--- src/rtl/stage5_writeback_if.sv ---
// Memory-to-writeback stream: one beat per instruction leaving the memory stage.
// The writeback stage consumes it through the "in" modport.
interface Axis #(
    parameter int WIDTH = 32
);
    logic             tvalid;
    logic             tready;
    logic [WIDTH-1:0] data_from_memory;
    logic [WIDTH-1:0] alu_result;
    logic [WIDTH-1:0] branch_target;
    logic [31:0]      decoded_instruction;

    modport in (
        input  tvalid,
        input  data_from_memory,
        input  alu_result,
        input  branch_target,
        input  decoded_instruction,
        output tready
    );

    modport out (
        output tvalid,
        output data_from_memory,
        output alu_result,
        output branch_target,
        output decoded_instruction,
        input  tready
    );
endinterface

--- src/rtl/stage5_writeback.sv ---
// Writeback stage: picks the result source, extends load data, and holds one register-file write.
// It also keeps the instret/cycle counters. Defining WRITEBACK_TRACE_EN adds a retire trace port.
module stage5_writeback #(
    parameter int REGISTER_WIDTH = 32,
    parameter int COUNTER_WIDTH  = 64
) (
    input  logic                      clk,
    input  logic                      rst,
    Axis.in                           axis_memory_to_writeback,
    output logic                      rf_write_valid,
    input  logic                      rf_write_ready,
    output logic [4:0]                rf_write_address,
    output logic [REGISTER_WIDTH-1:0] rf_write_data,
    output logic [COUNTER_WIDTH-1:0]  instret,
    output logic [COUNTER_WIDTH-1:0]  cycle
`ifdef WRITEBACK_TRACE_EN
    ,
    output logic                      trace_valid,
    output logic [31:0]               trace_instruction,
    output logic [REGISTER_WIDTH-1:0] trace_data
`endif
);

    localparam logic [6:0] OPCODE_LOAD   = 7'b0000011;
    localparam logic [6:0] OPCODE_OP_IMM = 7'b0010011;
    localparam logic [6:0] OPCODE_AUIPC  = 7'b0010111;
    localparam logic [6:0] OPCODE_OP     = 7'b0110011;
    localparam logic [6:0] OPCODE_LUI    = 7'b0110111;
    localparam logic [6:0] OPCODE_JALR   = 7'b1100111;
    localparam logic [6:0] OPCODE_JAL    = 7'b1101111;

    localparam logic [2:0] FUNCT3_LB  = 3'b000;
    localparam logic [2:0] FUNCT3_LH  = 3'b001;
    localparam logic [2:0] FUNCT3_LW  = 3'b010;
    localparam logic [2:0] FUNCT3_LBU = 3'b100;
    localparam logic [2:0] FUNCT3_LHU = 3'b101;

    logic [31:0]               instruction;
    logic [6:0]                opcode;
    logic [4:0]                rd;
    logic [2:0]                funct3;
    logic                      accept;
    logic                      writes_rd;
    logic [REGISTER_WIDTH-1:0] shifted;
    logic [REGISTER_WIDTH-1:0] load_value;
    logic [REGISTER_WIDTH-1:0] result;
    logic                      unused_fields;

    assign instruction = axis_memory_to_writeback.decoded_instruction;
    assign opcode      = instruction[6:0];
    assign rd          = instruction[11:7];
    assign funct3      = instruction[14:12];

    // One-entry output register: a new beat may enter whenever the held write leaves.
    assign axis_memory_to_writeback.tready = !rf_write_valid || rf_write_ready;
    assign accept = axis_memory_to_writeback.tvalid && axis_memory_to_writeback.tready;

    assign unused_fields = ^{axis_memory_to_writeback.branch_target, instruction[31:15]};

    always_comb begin
        writes_rd = 1'b0;
        case (opcode)
            OPCODE_OP, OPCODE_OP_IMM, OPCODE_LOAD, OPCODE_LUI,
            OPCODE_AUIPC, OPCODE_JAL, OPCODE_JALR: writes_rd = 1'b1;
            default:                               writes_rd = 1'b0;
        endcase
    end

    // Misaligned accesses are not trapped; the shift simply leaves zeros in the upper lanes.
    always_comb begin
        shifted    = axis_memory_to_writeback.data_from_memory >>
                     {axis_memory_to_writeback.alu_result[1:0], 3'b000};
        load_value = shifted;
        case (funct3)
            FUNCT3_LB:  load_value = {{(REGISTER_WIDTH-8){shifted[7]}}, shifted[7:0]};
            FUNCT3_LBU: load_value = {{(REGISTER_WIDTH-8){1'b0}}, shifted[7:0]};
            FUNCT3_LH:  load_value = {{(REGISTER_WIDTH-16){shifted[15]}}, shifted[15:0]};
            FUNCT3_LHU: load_value = {{(REGISTER_WIDTH-16){1'b0}}, shifted[15:0]};
            FUNCT3_LW:  load_value = shifted;
            default:    load_value = shifted;
        endcase
        result = (opcode == OPCODE_LOAD) ? load_value : axis_memory_to_writeback.alu_result;
    end

    always_ff @(posedge clk) begin
        if (!rst) begin
            rf_write_valid   <= 1'b0;
            rf_write_address <= '0;
            rf_write_data    <= '0;
            instret          <= '0;
            cycle            <= '0;
        end else begin
            cycle <= cycle + COUNTER_WIDTH'(1);
            if (accept) begin
                instret          <= instret + COUNTER_WIDTH'(1);
                rf_write_valid   <= writes_rd && (rd != 5'd0);
                rf_write_address <= rd;
                rf_write_data    <= result;
            end else if (rf_write_ready) begin
                rf_write_valid <= 1'b0;
            end
        end
    end

`ifdef WRITEBACK_TRACE_EN
    // Trace reports every retired beat, including those that never reach the register file.
    always_ff @(posedge clk) begin
        if (!rst) begin
            trace_valid       <= 1'b0;
            trace_instruction <= '0;
            trace_data        <= '0;
        end else begin
            trace_valid <= accept;
            if (accept) begin
                trace_instruction <= instruction;
                trace_data        <= result;
            end
        end
    end
`endif

endmodule
--- src/flat_wrapper.sv ---
// flat-port wrapper written by rule: the top's interface ports become plain ports
module stage5_writeback_flat 
#(
    parameter int REGISTER_WIDTH = 32,
    parameter int COUNTER_WIDTH  = 64
)
  (clk, rst, rf_write_valid, rf_write_ready, rf_write_address, rf_write_data, instret, cycle, axis_memory_to_writeback_tvalid, axis_memory_to_writeback_data_from_memory, axis_memory_to_writeback_alu_result, axis_memory_to_writeback_branch_target, axis_memory_to_writeback_decoded_instruction, axis_memory_to_writeback_tready);
  Axis axis_memory_to_writeback_i ();
  input  logic clk;
  input  logic rst;
  output logic rf_write_valid;
  input  logic rf_write_ready;
  output logic [4:0] rf_write_address;
  output logic [REGISTER_WIDTH-1:0] rf_write_data;
  output logic [COUNTER_WIDTH-1:0] instret;
  output logic [COUNTER_WIDTH-1:0] cycle;
  input wire logic [$bits(axis_memory_to_writeback_i.tvalid)-1:0] axis_memory_to_writeback_tvalid;
  input wire logic [$bits(axis_memory_to_writeback_i.data_from_memory)-1:0] axis_memory_to_writeback_data_from_memory;
  input wire logic [$bits(axis_memory_to_writeback_i.alu_result)-1:0] axis_memory_to_writeback_alu_result;
  input wire logic [$bits(axis_memory_to_writeback_i.branch_target)-1:0] axis_memory_to_writeback_branch_target;
  input wire logic [$bits(axis_memory_to_writeback_i.decoded_instruction)-1:0] axis_memory_to_writeback_decoded_instruction;
  output wire logic [$bits(axis_memory_to_writeback_i.tready)-1:0] axis_memory_to_writeback_tready;
  assign axis_memory_to_writeback_i.tvalid = axis_memory_to_writeback_tvalid;
  assign axis_memory_to_writeback_i.data_from_memory = axis_memory_to_writeback_data_from_memory;
  assign axis_memory_to_writeback_i.alu_result = axis_memory_to_writeback_alu_result;
  assign axis_memory_to_writeback_i.branch_target = axis_memory_to_writeback_branch_target;
  assign axis_memory_to_writeback_i.decoded_instruction = axis_memory_to_writeback_decoded_instruction;
  assign axis_memory_to_writeback_tready = axis_memory_to_writeback_i.tready;
  stage5_writeback #(.REGISTER_WIDTH(REGISTER_WIDTH), .COUNTER_WIDTH(COUNTER_WIDTH)) u_core (.clk(clk), .rst(rst), .axis_memory_to_writeback(axis_memory_to_writeback_i), .rf_write_valid(rf_write_valid), .rf_write_ready(rf_write_ready), .rf_write_address(rf_write_address), .rf_write_data(rf_write_data), .instret(instret), .cycle(cycle));
endmodule
--- config.mk ---
export PLATFORM = sky130hd
export DESIGN_NAME = stage5_writeback_flat
export DESIGN_NICKNAME = d
export VERILOG_FILES = /design/src/rtl/stage5_writeback_if.sv /design/src/rtl/stage5_writeback.sv /design/src/flat_wrapper.sv
export SDC_FILE = /design/constraint.sdc
export NUM_CORES = 1
export LEC_CHECK = 0
export BUFFER_PORTS_ARGS = -buffer_cell sky130_fd_sc_hd__buf_2
export CAP_MARGIN = 20
export CORE_ASPECT_RATIO = 1.25
export CORE_MARGIN = 1
export CORE_UTILIZATION = 50
export DETAILED_ROUTE_END_ITERATION = 10
export PLACE_DENSITY = 0.89
export SYNTH_ARGS = -nofsm -noshare
export SYNTH_HDL_FRONTEND = slang
export SYNTH_SLANG_ARGS = --single-unit
--- constraint.sdc ---
create_clock -name clk -period 2.5 [get_ports clk]
set_input_delay 0.25 -clock clk [delete_from_list [all_inputs] [get_ports clk]]
set_output_delay 0.25 -clock clk [all_outputs]
set_load 0.005 [all_outputs]
==> impl_metrics.xml, run 1 <==
<?xml version="1.0" encoding="UTF-8"?>
<metrics>
  <group name="final_layout">
    <metric name="areaGrowthSynthToFinish" unit="%">26.8</metric>
    <metric name="total_inserted_antenna_cells" unit="">0</metric>
    <metric name="layout.cells.most_common" unit="">sky130_fd_sc_hd__buf_2</metric>
    <metric name="nNetsFinal" unit="">1386</metric>
    <metric name="layout.cell_area.non_filler" unit="um^2">10400</metric>
    <metric name="drive_above_1_share" unit="">0.259</metric>
    <metric name="most_frequent_cells_in_the_layout" unit="">sky130_fd_sc_hd__buf_2, sky130_fd_sc_hd__dfxtp_1, sky130_fd_sc_hd__a21oi_1, sky130_fd_sc_hd__nand2_1, sky130_fd_sc_hd__nor2_1</metric>
  </group>
  <group name="logic_synthesis">
    <metric name="syn_inst" unit="">1010</metric>
    <metric name="netlist_area" unit="um^2">8170</metric>
    <metric name="synth_enable_flop_cells" unit="">0</metric>
    <metric name="ys.flop_type" unit="">sky130_fd_sc_hd__dfxtp_1</metric>
    <metric name="avgSynthCellArea" unit="um^2">8.09</metric>
    <metric name="ys_seq_elements" unit="">166</metric>
    <metric name="synth_cell_type_count" unit="">47</metric>
    <metric name="synthesis.yosys.warnings" unit="">0</metric>
    <metric name="postSynthNetCount" unit="">1144</metric>
    <metric name="synth_sequential_area_ratio" unit="">0.407</metric>
    <metric name="synth-async-reset-ratio" unit="">0</metric>
  </group>
  <group name="sta">
    <metric name="report.final.hold_viol_count" unit="">0</metric>
    <metric name="setup-violations-final" unit="">0</metric>
    <metric name="rsz0062_at_grt" unit="">false</metric>
    <metric name="timing.max_slew.rel_slack" unit="">0.564</metric>
    <metric name="timing.hold.ws" unit="ns">0.0684</metric>
    <metric name="timing_worst_slew_pin_value" unit="ns">0.652</metric>
    <metric name="final.setup_skew" unit="ns">0.0113</metric>
    <metric name="timing_max_transition_violations_final" unit="">0</metric>
    <metric name="fin_crit_sh" unit="">0.913</metric>
    <metric name="fmaxAchievable" unit="MHz">438</metric>
    <metric name="layout_min_cycle_time" unit="ns">2.28</metric>
    <metric name="fin_tns_setup" unit="ns">0</metric>
  </group>
  <group name="clocking">
    <metric name="cts.sinks" unit="">166</metric>
    <metric name="cts_max_level" unit="">4</metric>
    <metric name="cts-resized-gates" unit="">0</metric>
    <metric name="worst_skew_pair.late_latency" unit="ns">0.43</metric>
    <metric name="ctsLongestPathBuffers" unit="">2</metric>
    <metric name="tritoncts_clock_tree" unit="">built</metric>
    <metric name="cts_setup_buffers" unit="">0</metric>
    <metric name="cts.reportedPaths.clkPinSlew" unit="ns">0.07</metric>
    <metric name="library_cell_used_as_clock_root_buffer" unit="">sky130_fd_sc_hd__clkbuf_16</metric>
    <metric name="ctsHoldBuffers" unit="">0</metric>
    <metric name="cts-buffers-inserted" unit="">17</metric>
  </group>
  <group name="drt">
    <metric name="ant_nets" unit="">0</metric>
    <metric name="detail_route.first_pass.iterations" unit="">7</metric>
    <metric name="first_drt_iteration_drcs" unit="">605</metric>
    <metric name="drt-wirelength-per-cell" unit="um">17.1</metric>
    <metric name="totalWireLength" unit="um">25200</metric>
    <metric name="vias_per_cell" unit="">5.94</metric>
    <metric name="routed-via-count" unit="">8775</metric>
    <metric name="number_of_remaining_drc_errors" unit="">0</metric>
  </group>
  <group name="worst_setup_path">
    <metric name="path_class" unit="">flop to flop</metric>
    <metric name="critical_path.startpoint_type" unit="">flop</metric>
    <metric name="critPathTopFamily" unit="">simple AND/OR/NAND/NOR gates</metric>
    <metric name="critical_path.cell_chain" unit="">nand4_1, nor4_4, nand3_1, buf_4, or4_1, a21oi_1</metric>
    <metric name="critical_path_arrival" unit="ns">2.63</metric>
    <metric name="crit_path_end_kind" unit="">flop</metric>
    <metric name="critical_path_buf_inv_count" unit="">1</metric>
    <metric name="worst_path_max_delay_cell" unit="">sky130_fd_sc_hd__or4_1</metric>
    <metric name="critical-path-max-stage-delay" unit="ns">0.51</metric>
    <metric name="worst-path-max-fanout" unit="">24</metric>
    <metric name="cp.required" unit="ns">2.85</metric>
  </group>
  <group name="floorplanning">
    <metric name="die-area" unit="um^2">16900</metric>
    <metric name="die-height" unit="um">145</metric>
    <metric name="initial_utilization" unit="">0.518</metric>
    <metric name="coreArea" unit="um^2">15800</metric>
    <metric name="core.rowCount" unit="">51</metric>
    <metric name="die_w" unit="um">116</metric>
    <metric name="floorplan.io_pins" unit="">299</metric>
  </group>
  <group name="global_routing">
    <metric name="grt.total_usage" unit="">0.299</metric>
    <metric name="grt_overflow_total" unit="">0</metric>
    <metric name="grt_antenna_before_repair" unit="">0</metric>
    <metric name="grt_pass1_wl" unit="um">39200</metric>
    <metric name="grt_max_degree" unit="">71</metric>
    <metric name="grt_pass1_vias" unit="">8062</metric>
  </group>
  <group name="power_and_ir_drop">
    <metric name="power_density" unit="nW/um^2">574</metric>
    <metric name="ir_drop" unit="mV">0.370</metric>
    <metric name="totalPowerFinal" unit="W">0.00594</metric>
    <metric name="cellLeakagePower" unit="nW">4.11</metric>
  </group>
  <group name="placement">
    <metric name="gp_congestion" unit="">0.889</metric>
    <metric name="place.detailed.hpwl" unit="um">18700</metric>
    <metric name="numPortBuffers" unit="">249</metric>
    <metric name="place_area" unit="um^2">9720</metric>
  </group>
  <group name="status">
    <metric name="run_status" unit="">finished, final reports clean</metric>
  </group>
  <group name="job">
    <metric name="max_cap_viol_count" unit="">0</metric>
  </group>
  <group name="min_path">
    <metric name="min-delay-path-class" unit="">input port to flop</metric>
  </group>
</metrics>
[worst reg2reg max path: stages, from the launching register on]
cell                      delay (ns)
sky130_fd_sc_hd__dfxtp_1        0.44
sky130_fd_sc_hd__nand4_1        0.24
sky130_fd_sc_hd__nor4_4         0.46
sky130_fd_sc_hd__nand3_1        0.13
sky130_fd_sc_hd__buf_4          0.23
sky130_fd_sc_hd__or4_1          0.52
sky130_fd_sc_hd__a21oi_1        0.19
[path summary, 6_finish.rpt]
check	from	end	slack [ns]	cells past startpoint
max	u_core.instret[11]$_SDFFE_PN0P_	u_core.instret[62]$_SDFFE_PN0P_	0.22	6
min	axis_memory_to_writeback_decoded_instruction[9]	u_core.rf_write_address[2]$_SDFFE_PN0P_	0.07	3
max reg2reg	u_core.instret[11]$_SDFFE_PN0P_	u_core.instret[62]$_SDFFE_PN0P_	0.22	6
min reg2reg	u_core.rf_write_data[15]$_SDFFE_PN0P_	u_core.rf_write_data[15]$_SDFFE_PN0P_	0.45	2
[synth_stat cells (9+ instances only)]
master / instances / share of area
sky130_fd_sc_hd__o31ai_1: 48 / 0.044
sky130_fd_sc_hd__nor2_1: 86 / 0.040
sky130_fd_sc_hd__and4_1: 10 / 0.011
sky130_fd_sc_hd__inv_1: 18 / 0.0083
sky130_fd_sc_hd__nor4_1: 13 / 0.010
sky130_fd_sc_hd__nand2_1: 95 / 0.044
sky130_fd_sc_hd__or3_1: 24 / 0.018
sky130_fd_sc_hd__a211oi_1: 11 / 0.010
sky130_fd_sc_hd__nor3_1: 13 / 0.0080
sky130_fd_sc_hd__or4_1: 50 / 0.046
sky130_fd_sc_hd__dfxtp_1: 166 / 0.41
sky130_fd_sc_hd__nand4_1: 47 / 0.036
sky130_fd_sc_hd__nand3_1: 46 / 0.028
sky130_fd_sc_hd__o21ai_0: 68 / 0.042
sky130_fd_sc_hd__xor2_1: 30 / 0.032
sky130_fd_sc_hd__and3_1: 14 / 0.011
sky130_fd_sc_hd__xnor2_1: 19 / 0.020
sky130_fd_sc_hd__a21oi_1: 110 / 0.067
sky130_fd_sc_hd__clkbuf_1: 43 / 0.020
sky130_fd_sc_hd__buf_1: 9 / 0.0041
sky130_fd_sc_hd__mux2i_1: 24 / 0.029
[cell type report]
type                       instances  area (um^2)
clock buffer                      18          439
inverter                          18         70.1
clock inverter                    14          198
multi-input combinational        766         4540
tap                              212          265
fill                            1350         5410
sequential                       166         3320
timing repair buffer             283         1510
[sequential cells by signal, summed over array words and instances, names as in the netlist]
| name | cells |
|---|---|
| u_core.cycle | 64 |
| u_core.instret | 64 |
| u_core.rf_write_data | 32 |
| u_core.rf_write_address | 5 |
| u_core.rf_write_valid | 1 |
[stage by stage]
stage	cells	util	setup WS (ns)
2_1_floorplan	1010	-	0.483
3_3_place_gp	1444	0.616	0.275
3_5_place_dp	1445	0.616	0.241
4_1_cts	1477	0.657	0.217
5_1_grt	1477	0.657	0.0668
6_report	1477	0.657	0.218
[routing by layer]
layer / track usage / share of wire / up-vias
li1: - / - / 4224
met1: 0.316 / 0.37 / 4140
met2: 0.547 / 0.51 / 357
met3: 0.0841 / 0.083 / 54
met4: 0.132 / 0.029 / 0
met5: 0 / 0 / -
[power by group]
group / total (W) / switching (W) / internal (W)
combinational: 0.000377 / 0.000218 / 0.000159
sequential: 0.00272 / 0.0000305 / 0.00269
clock: 0.00284 / 0.00113 / 0.00171
total: 0.00594 / 0.00138 / 0.00456
[logic make-up (layout without fill, tap and decap cells)]
group	Yosys count	in the layout	synth area share
adder cells (fa/ha/maj)	2	2	0.00306
multiplexers	27	27	0.0349
XOR/XNOR	49	49	0.0526
buffers and inverters	78	333	0.0371
AND/OR/NAND/NOR	429	429	0.281
flip-flops	166	166	0.407
AO/OA/AOI/OAI	259	259	0.184
(Power assumes the default switching activity.)
==> inputs of run 2 (changes only) <==
Settings changed: CORE_UTILIZATION 50 to 30, PLACE_DENSITY 0.89 to 0.61.
Clock period 2.5 ns to 2.65 ns, I/O delays scaled along.
==> impl_metrics.xml, run 2 (synthesis gave the netlist of run 1 again) <==
<?xml version="1.0" encoding="UTF-8"?>
<metrics>
  <group name="clocking">
    <metric name="cts_setup_buffers" unit="">0</metric>
    <metric name="cts-resized-gates" unit="">0</metric>
    <metric name="cts.reportedPaths.clkPinSlew" unit="ns">0.07</metric>
    <metric name="library_cell_used_as_clock_root_buffer" unit="">sky130_fd_sc_hd__clkbuf_16</metric>
    <metric name="worst_skew_pair.late_latency" unit="ns">0.42</metric>
    <metric name="ctsLongestPathBuffers" unit="">2</metric>
    <metric name="tritoncts_clock_tree" unit="">built</metric>
    <metric name="cts-buffers-inserted" unit="">17</metric>
    <metric name="ctsHoldBuffers" unit="">0</metric>
    <metric name="cts_max_level" unit="">4</metric>
    <metric name="cts.sinks" unit="">166</metric>
  </group>
  <group name="final_layout">
    <metric name="layout.cell_area.non_filler" unit="um^2">10400</metric>
    <metric name="drive_above_1_share" unit="">0.254</metric>
    <metric name="most_frequent_cells_in_the_layout" unit="">sky130_fd_sc_hd__buf_2, sky130_fd_sc_hd__dfxtp_1, sky130_fd_sc_hd__a21oi_1, sky130_fd_sc_hd__nand2_1, sky130_fd_sc_hd__nor2_1</metric>
    <metric name="nNetsFinal" unit="">1379</metric>
    <metric name="multiInputGateArea" unit="um^2">4540</metric>
    <metric name="layout.cells.most_common" unit="">sky130_fd_sc_hd__buf_2</metric>
    <metric name="areaGrowthSynthToFinish" unit="%">27.7</metric>
    <metric name="total_inserted_antenna_cells" unit="">0</metric>
    <metric name="largest_registers" unit="">u_core.cycle: 64 flops, u_core.instret: 64 flops, u_core.rf_write_data: 32 flops</metric>
    <metric name="layout.area.seq" unit="um^2">3320</metric>
    <metric name="num-fill-cells" unit="">2762</metric>
  </group>
  <group name="job">
    <metric name="max_cap_viol_count" unit="">0</metric>
  </group>
  <group name="global_routing">
    <metric name="grt.total_usage" unit="">0.194</metric>
    <metric name="grt_overflow_total" unit="">0</metric>
    <metric name="globalRouteMet1Util" unit="">0.217</metric>
    <metric name="grt_antenna_before_repair" unit="">0</metric>
    <metric name="grt_pass1_vias" unit="">8213</metric>
    <metric name="grt_pass1_wl" unit="um">43200</metric>
    <metric name="grt_max_degree" unit="">81</metric>
    <metric name="groute.layer.met3.usage" unit="">0.0614</metric>
    <metric name="busiest_layer" unit="">met2</metric>
    <metric name="gr-usage-met2" unit="">0.338</metric>
  </group>
  <group name="sta">
    <metric name="fin_tns_setup" unit="ns">0</metric>
    <metric name="setup-violations-final" unit="">0</metric>
    <metric name="timing_worst_slew_pin_value" unit="ns">0.686</metric>
    <metric name="timing.hold.ws" unit="ns">0.0953</metric>
    <metric name="timing.max_slew.rel_slack" unit="">0.541</metric>
    <metric name="rsz0062_at_grt" unit="">false</metric>
    <metric name="layout_min_cycle_time" unit="ns">2.28</metric>
    <metric name="fin_crit_sh" unit="">0.860</metric>
    <metric name="timing_max_transition_violations_final" unit="">0</metric>
    <metric name="finalWorstSetupSlack" unit="ns">0.371</metric>
    <metric name="final.setup_skew" unit="ns">0.00975</metric>
    <metric name="report.final.hold_viol_count" unit="">0</metric>
    <metric name="fmaxAchievable" unit="MHz">439</metric>
  </group>
  <group name="placement">
    <metric name="place.detailed.hpwl" unit="um">19600</metric>
    <metric name="place_area" unit="um^2">9840</metric>
    <metric name="gp_congestion" unit="">0.879</metric>
    <metric name="numPortBuffers" unit="">249</metric>
    <metric name="preCtsSetupSlack" unit="ns">0.326</metric>
  </group>
  <group name="drt">
    <metric name="detail_route.first_pass.iterations" unit="">5</metric>
    <metric name="first_drt_iteration_drcs" unit="">467</metric>
    <metric name="totalWireLength" unit="um">26400</metric>
    <metric name="routed-via-count" unit="">8508</metric>
    <metric name="vias_per_cell" unit="">5.31</metric>
    <metric name="drt-wirelength-per-cell" unit="um">16.5</metric>
    <metric name="number_of_remaining_drc_errors" unit="">0</metric>
    <metric name="ant_nets" unit="">0</metric>
  </group>
  <group name="worst_setup_path">
    <metric name="path_class" unit="">flop to flop</metric>
    <metric name="cp.required" unit="ns">3.00</metric>
    <metric name="crit_path_end_kind" unit="">flop</metric>
    <metric name="worst_path_max_delay_cell" unit="">sky130_fd_sc_hd__or4_1</metric>
    <metric name="worst-path-max-fanout" unit="">32</metric>
    <metric name="cp_common_cell" unit="">sky130_fd_sc_hd__nand4_1</metric>
    <metric name="critical_path.cell_chain" unit="">nand4_1, nor2_1, nand4_1, buf_4, or4_1, a21oi_1</metric>
    <metric name="critical_path.startpoint_type" unit="">flop</metric>
    <metric name="critical-path-max-stage-delay" unit="ns">0.53</metric>
    <metric name="critical_path_arrival" unit="ns">2.63</metric>
  </group>
  <group name="status">
    <metric name="run_status" unit="">finished, final reports clean</metric>
  </group>
  <group name="floorplanning">
    <metric name="core.rowCount" unit="">67</metric>
    <metric name="initial_utilization" unit="">0.305</metric>
    <metric name="die-area" unit="um^2">27900</metric>
    <metric name="die-height" unit="um">186</metric>
    <metric name="coreArea" unit="um^2">26700</metric>
    <metric name="die_w" unit="um">150</metric>
    <metric name="floorplan.io_pins" unit="">299</metric>
  </group>
  <group name="power_and_ir_drop">
    <metric name="power_density" unit="nW/um^2">522</metric>
    <metric name="cellLeakagePower" unit="nW">4.05</metric>
    <metric name="ir_drop" unit="mV">0.373</metric>
    <metric name="totalPowerFinal" unit="W">0.00544</metric>
  </group>
  <group name="min_path">
    <metric name="min-delay-path-class" unit="">input port to flop</metric>
  </group>
</metrics>
==> run 2: layout make-up <==
class                      count  share of cell area
timing repair buffer         276               0.141
sequential                   166               0.319
tap                          345              0.0414
clock inverter                13              0.0142
inverter                      18             0.00672
multi-input combinational    766               0.435
clock buffer                  19              0.0425
==> run 2: final timing paths <==
check | start | end | slack [ns] | cells past startpoint
setup / recovery | u_core.cycle[2]$_SDFF_PN0_ | u_core.cycle[33]$_SDFF_PN0_ | 0.37 | 6
hold / removal | axis_memory_to_writeback_decoded_instruction[10] | u_core.rf_write_address[3]$_SDFFE_PN0P_ | 0.1 | 3
setup reg to reg | u_core.cycle[2]$_SDFF_PN0_ | u_core.cycle[33]$_SDFF_PN0_ | 0.37 | 6
hold reg to reg | u_core.rf_write_data[13]$_SDFFE_PN0P_ | u_core.rf_write_data[13]$_SDFFE_PN0P_ | 0.45 | 2
==> run 2: through the flow <==
stage	utilization	std cells
after global placement	0.368	1571
after global routing	0.390	1603
final	0.390	1603
after floorplan	-	1010
after CTS	0.390	1603
after detailed placement	0.368	1571
==> run 2: routing by layer <==
metal  vias up  share of wire  routed length (um)
li1       4214              -                   -
met1      3984           0.41               10800
met2       275           0.49               13000
met3        35          0.076                2000
met4         0          0.023                 617
met5         -              0                   0
==> run 2: power by group <==
| part | internal, W | switching (W) |
|---|---|---|
| combinational | 0.000147 | 0.000200 |
| clock | 0.00143 | 0.00110 |
| sequential | 0.00254 | 0.0000289 |
==> run 2: worst max-delay path: cells and delay by family, from the launching register on <==
kind,cells,cell delay (ns)
compound gates,1,0.16
flops,1,0.45
simple gates,4,1.31
buf+inv,1,0.27
==> inputs of run 3 (changes only) <==
--- a/config.mk
+++ b/config.mk
@@ -12,4 +12,5 @@
 export CORE_UTILIZATION = 30
 export DETAILED_ROUTE_END_ITERATION = 10
+export GPL_TIMING_DRIVEN = 0
 export PLACE_DENSITY = 0.61
 export SYNTH_ARGS = -nofsm -noshare
==> constraint.sdc (replaced) <==
create_clock -name clk -period 2.65 [get_ports clk]
set_input_delay 0 -clock clk [delete_from_list [all_inputs] [get_ports clk]]
set_output_delay 0 -clock clk [all_outputs]
set_load 0.005 [all_outputs]
==> impl_metrics.xml, run 3 (synthesis gave the netlist of run 1 again) <==
<?xml version="1.0" encoding="UTF-8"?>
<metrics>
  <group name="clocking">
    <metric name="tritoncts_clock_tree" unit="">built</metric>
    <metric name="cts_max_level" unit="">4</metric>
    <metric name="cts.sinks" unit="">166</metric>
    <metric name="library_cell_used_as_clock_root_buffer" unit="">sky130_fd_sc_hd__clkbuf_16</metric>
    <metric name="cts.reportedPaths.clkPinSlew" unit="ns">0.07</metric>
    <metric name="cts-buffers-inserted" unit="">17</metric>
    <metric name="worst_skew_pair.late_latency" unit="ns">0.43</metric>
    <metric name="ctsLongestPathBuffers" unit="">2</metric>
  </group>
  <group name="power_and_ir_drop">
    <metric name="power_switching" unit="W">0.00137</metric>
    <metric name="internal_power_component" unit="W">0.00403</metric>
    <metric name="power_density" unit="nW/um^2">494</metric>
    <metric name="ir_drop" unit="mV">0.377</metric>
    <metric name="swShare" unit="">0.254</metric>
    <metric name="combinationalPowerShare" unit="">0.078</metric>
    <metric name="cellLeakagePower" unit="nW">4.24</metric>
    <metric name="pwr-share-clk" unit="">0.447</metric>
    <metric name="seq_power_share" unit="">0.475</metric>
  </group>
  <group name="sta">
    <metric name="timing_worst_slew_pin_value" unit="ns">1.01</metric>
    <metric name="fmaxAchievable" unit="MHz">403</metric>
    <metric name="rsz0062_at_grt" unit="">false</metric>
    <metric name="setup-violations-final" unit="">0</metric>
    <metric name="final.setup_skew" unit="ns">0.0136</metric>
    <metric name="timing_max_transition_violations_final" unit="">0</metric>
    <metric name="fin_tns_setup" unit="ns">0</metric>
    <metric name="report.final.hold_viol_count" unit="">0</metric>
    <metric name="timing.max_slew.rel_slack" unit="">0.319</metric>
    <metric name="fin_crit_sh" unit="">0.936</metric>
    <metric name="layout_min_cycle_time" unit="ns">2.48</metric>
  </group>
  <group name="worst_setup_path">
    <metric name="r2r-end" unit="">u_core.instret[56]$_SDFFE_PN0P_</metric>
    <metric name="worst-path-max-fanout" unit="">10</metric>
    <metric name="critical-path-max-stage-delay" unit="ns">0.46</metric>
    <metric name="cp_common_cell" unit="">sky130_fd_sc_hd__buf_2</metric>
    <metric name="r2r.worst_path.cells" unit="">9</metric>
    <metric name="cp.required" unit="ns">2.94</metric>
    <metric name="path_class" unit="">flop to flop</metric>
    <metric name="crit_path_end_kind" unit="">flop</metric>
    <metric name="critical_path_arrival" unit="ns">2.77</metric>
    <metric name="critical_path.startpoint" unit="">u_core.instret[1]$_SDFFE_PN0P_</metric>
    <metric name="critical_path.startpoint_type" unit="">flop</metric>
    <metric name="critical_path.cell_chain" unit="">ha_1, and2_1, and3_1, buf_2, nand3_2, buf_2, clkbuf_2, o31ai_1, a21oi_1</metric>
    <metric name="r2r-start" unit="">u_core.instret[1]$_SDFFE_PN0P_</metric>
    <metric name="regToRegSetupSlack" unit="ns">0.17</metric>
    <metric name="worst_path_max_delay_cell" unit="">sky130_fd_sc_hd__dfxtp_1</metric>
  </group>
  <group name="final_layout">
    <metric name="num-fill-cells" unit="">2737</metric>
    <metric name="areaGrowthSynthToFinish" unit="%">33.9</metric>
    <metric name="postLayoutCoreUtil" unit="">0.409</metric>
    <metric name="most_frequent_cells_in_the_layout" unit="">sky130_fd_sc_hd__buf_2, sky130_fd_sc_hd__dfxtp_1, sky130_fd_sc_hd__a21oi_1, sky130_fd_sc_hd__nand2_1, sky130_fd_sc_hd__nor2_1</metric>
    <metric name="drive_above_1_share" unit="">0.231</metric>
    <metric name="nNetsFinal" unit="">1462</metric>
    <metric name="layout.cells.most_common" unit="">sky130_fd_sc_hd__buf_2</metric>
    <metric name="layout.cell_area.non_filler" unit="um^2">10900</metric>
    <metric name="largest_registers" unit="">u_core.cycle: 64 flops, u_core.instret: 64 flops, u_core.rf_write_data: 32 flops</metric>
  </group>
  <group name="job">
    <metric name="max_cap_viol_count" unit="">0</metric>
  </group>
  <group name="placement">
    <metric name="place.detailed.hpwl" unit="um">22400</metric>
    <metric name="numPortBuffers" unit="">248</metric>
    <metric name="gp_congestion" unit="">0.922</metric>
    <metric name="place_area" unit="um^2">9840</metric>
  </group>
  <group name="floorplanning">
    <metric name="die-area" unit="um^2">27900</metric>
    <metric name="die-height" unit="um">186</metric>
    <metric name="core.rowCount" unit="">67</metric>
    <metric name="die_w" unit="um">150</metric>
    <metric name="initial_utilization" unit="">0.305</metric>
    <metric name="floorplan.io_pins" unit="">299</metric>
    <metric name="coreArea" unit="um^2">26700</metric>
  </group>
  <group name="global_routing">
    <metric name="grt_antenna_before_repair" unit="">2</metric>
    <metric name="grt_pass1_vias" unit="">8670</metric>
    <metric name="grt.total_usage" unit="">0.214</metric>
    <metric name="grt_max_degree" unit="">17</metric>
    <metric name="grt_pass1_wl" unit="um">46700</metric>
    <metric name="grt_overflow_total" unit="">0</metric>
  </group>
  <group name="min_path">
    <metric name="min-delay-path-class" unit="">input port to flop</metric>
    <metric name="hp-start" unit="">axis_memory_to_writeback_data_from_memory[17]</metric>
    <metric name="worst_hold_path.endpoint" unit="">u_core.rf_write_data[9]$_SDFFE_PN0P_</metric>
    <metric name="timing.hold.worst_path_depth" unit="">5</metric>
  </group>
  <group name="drt">
    <metric name="number_of_remaining_drc_errors" unit="">0</metric>
    <metric name="totalWireLength" unit="um">29800</metric>
    <metric name="first_drt_iteration_drcs" unit="">474</metric>
    <metric name="vias_per_cell" unit="">5.38</metric>
    <metric name="drt-wirelength-per-cell" unit="um">17.6</metric>
    <metric name="ant_nets" unit="">0</metric>
    <metric name="detail_route.first_pass.iterations" unit="">4</metric>
    <metric name="routed-via-count" unit="">9076</metric>
  </group>
  <group name="status">
    <metric name="run_status" unit="">finished, final reports clean</metric>
  </group>
</metrics>
==> run 3: power by group through the flow <==
stage | clock network, W | logic (W) | registers, W
floorplan | 0 | 0.000165 | 0.00262
global placement | 0 | 0.000360 | 0.00262
detailed placement | 0 | 0.000362 | 0.00262
CTS | 0.00247 | 0.000415 | 0.00257
global route | 0.00258 | 0.000456 | 0.00257
finish | 0.00242 | 0.000420 | 0.00257
==> run 3: layer usage <==
metal | share of wire | track usage | wire, um | vias to the layer above
met5 | 0 | 0 | 0 | -
met3 | 0.073 | 0.0531 | 2170 | 58
li1 | - | - | - | 4387
met2 | 0.50 | 0.383 | 15000 | 359
met4 | 0.034 | 0.0922 | 1020 | 0
met1 | 0.39 | 0.235 | 11600 | 4272
==> run 3: timing repair <==
action | 4_1_cts | 5_1_grt
endpoints found under the setup margin | 11 | 50
buffers inserted | 0 | 3
hold buffers | 48 | 0
pin swaps | 1 | 3
gates resized for setup | 3 | 11
endpoints found under the hold margin | 38 | 0
==> run 3: worst max-delay path: cells and delay by family (launching register included) <==
family          cells  cell delay [ns]
simple gates        3             0.55
flops               1             0.46
buf+inv             3             0.73
compound gates      2             0.37
fa+ha+maj           1             0.22
==> run 3: through the flow <==
stage	instances	hold WS [ns]	total power (W)	setup WS [ns]
after floorplan	1010	0.136	0.00279	0.634
after global placement	1603	0.254	0.00298	-0.0712
after detailed placement	1603	0.257	0.00298	-0.0901
after CTS	1683	0.0259	0.00546	0.00994
after global routing	1688	0.0268	0.00561	0.00385
final	1688	0.0520	0.00541	0.169
==> run 3: layout make-up <==
cell class	count	area [um^2]	area share
antenna	2	5.00	0.000458
buffer	60	241	0.0221
clock buffer	18	429	0.0393
clock inverter	14	129	0.0118
inverter	18	67.6	0.00618
multi-input combinational	766	4560	0.417
sequential	166	3320	0.304
tap	345	432	0.0395
timing repair buffer	299	1740	0.160
==> run 3: how the worst max path moves through the flow <==
stage | to | cells after the start
3_3_place_gp | u_core.cycle[45]$_SDFF_PN0_ | 7
2_1_floorplan | u_core.instret[50]$_SDFFE_PN0P_ | 8
6_report | u_core.instret[56]$_SDFFE_PN0P_ | 9
4_1_cts | u_core.instret[38]$_SDFFE_PN0P_ | 7
5_1_grt | u_core.cycle[58]$_SDFF_PN0_ | 7
3_5_place_dp | u_core.cycle[57]$_SDFF_PN0_ | 7
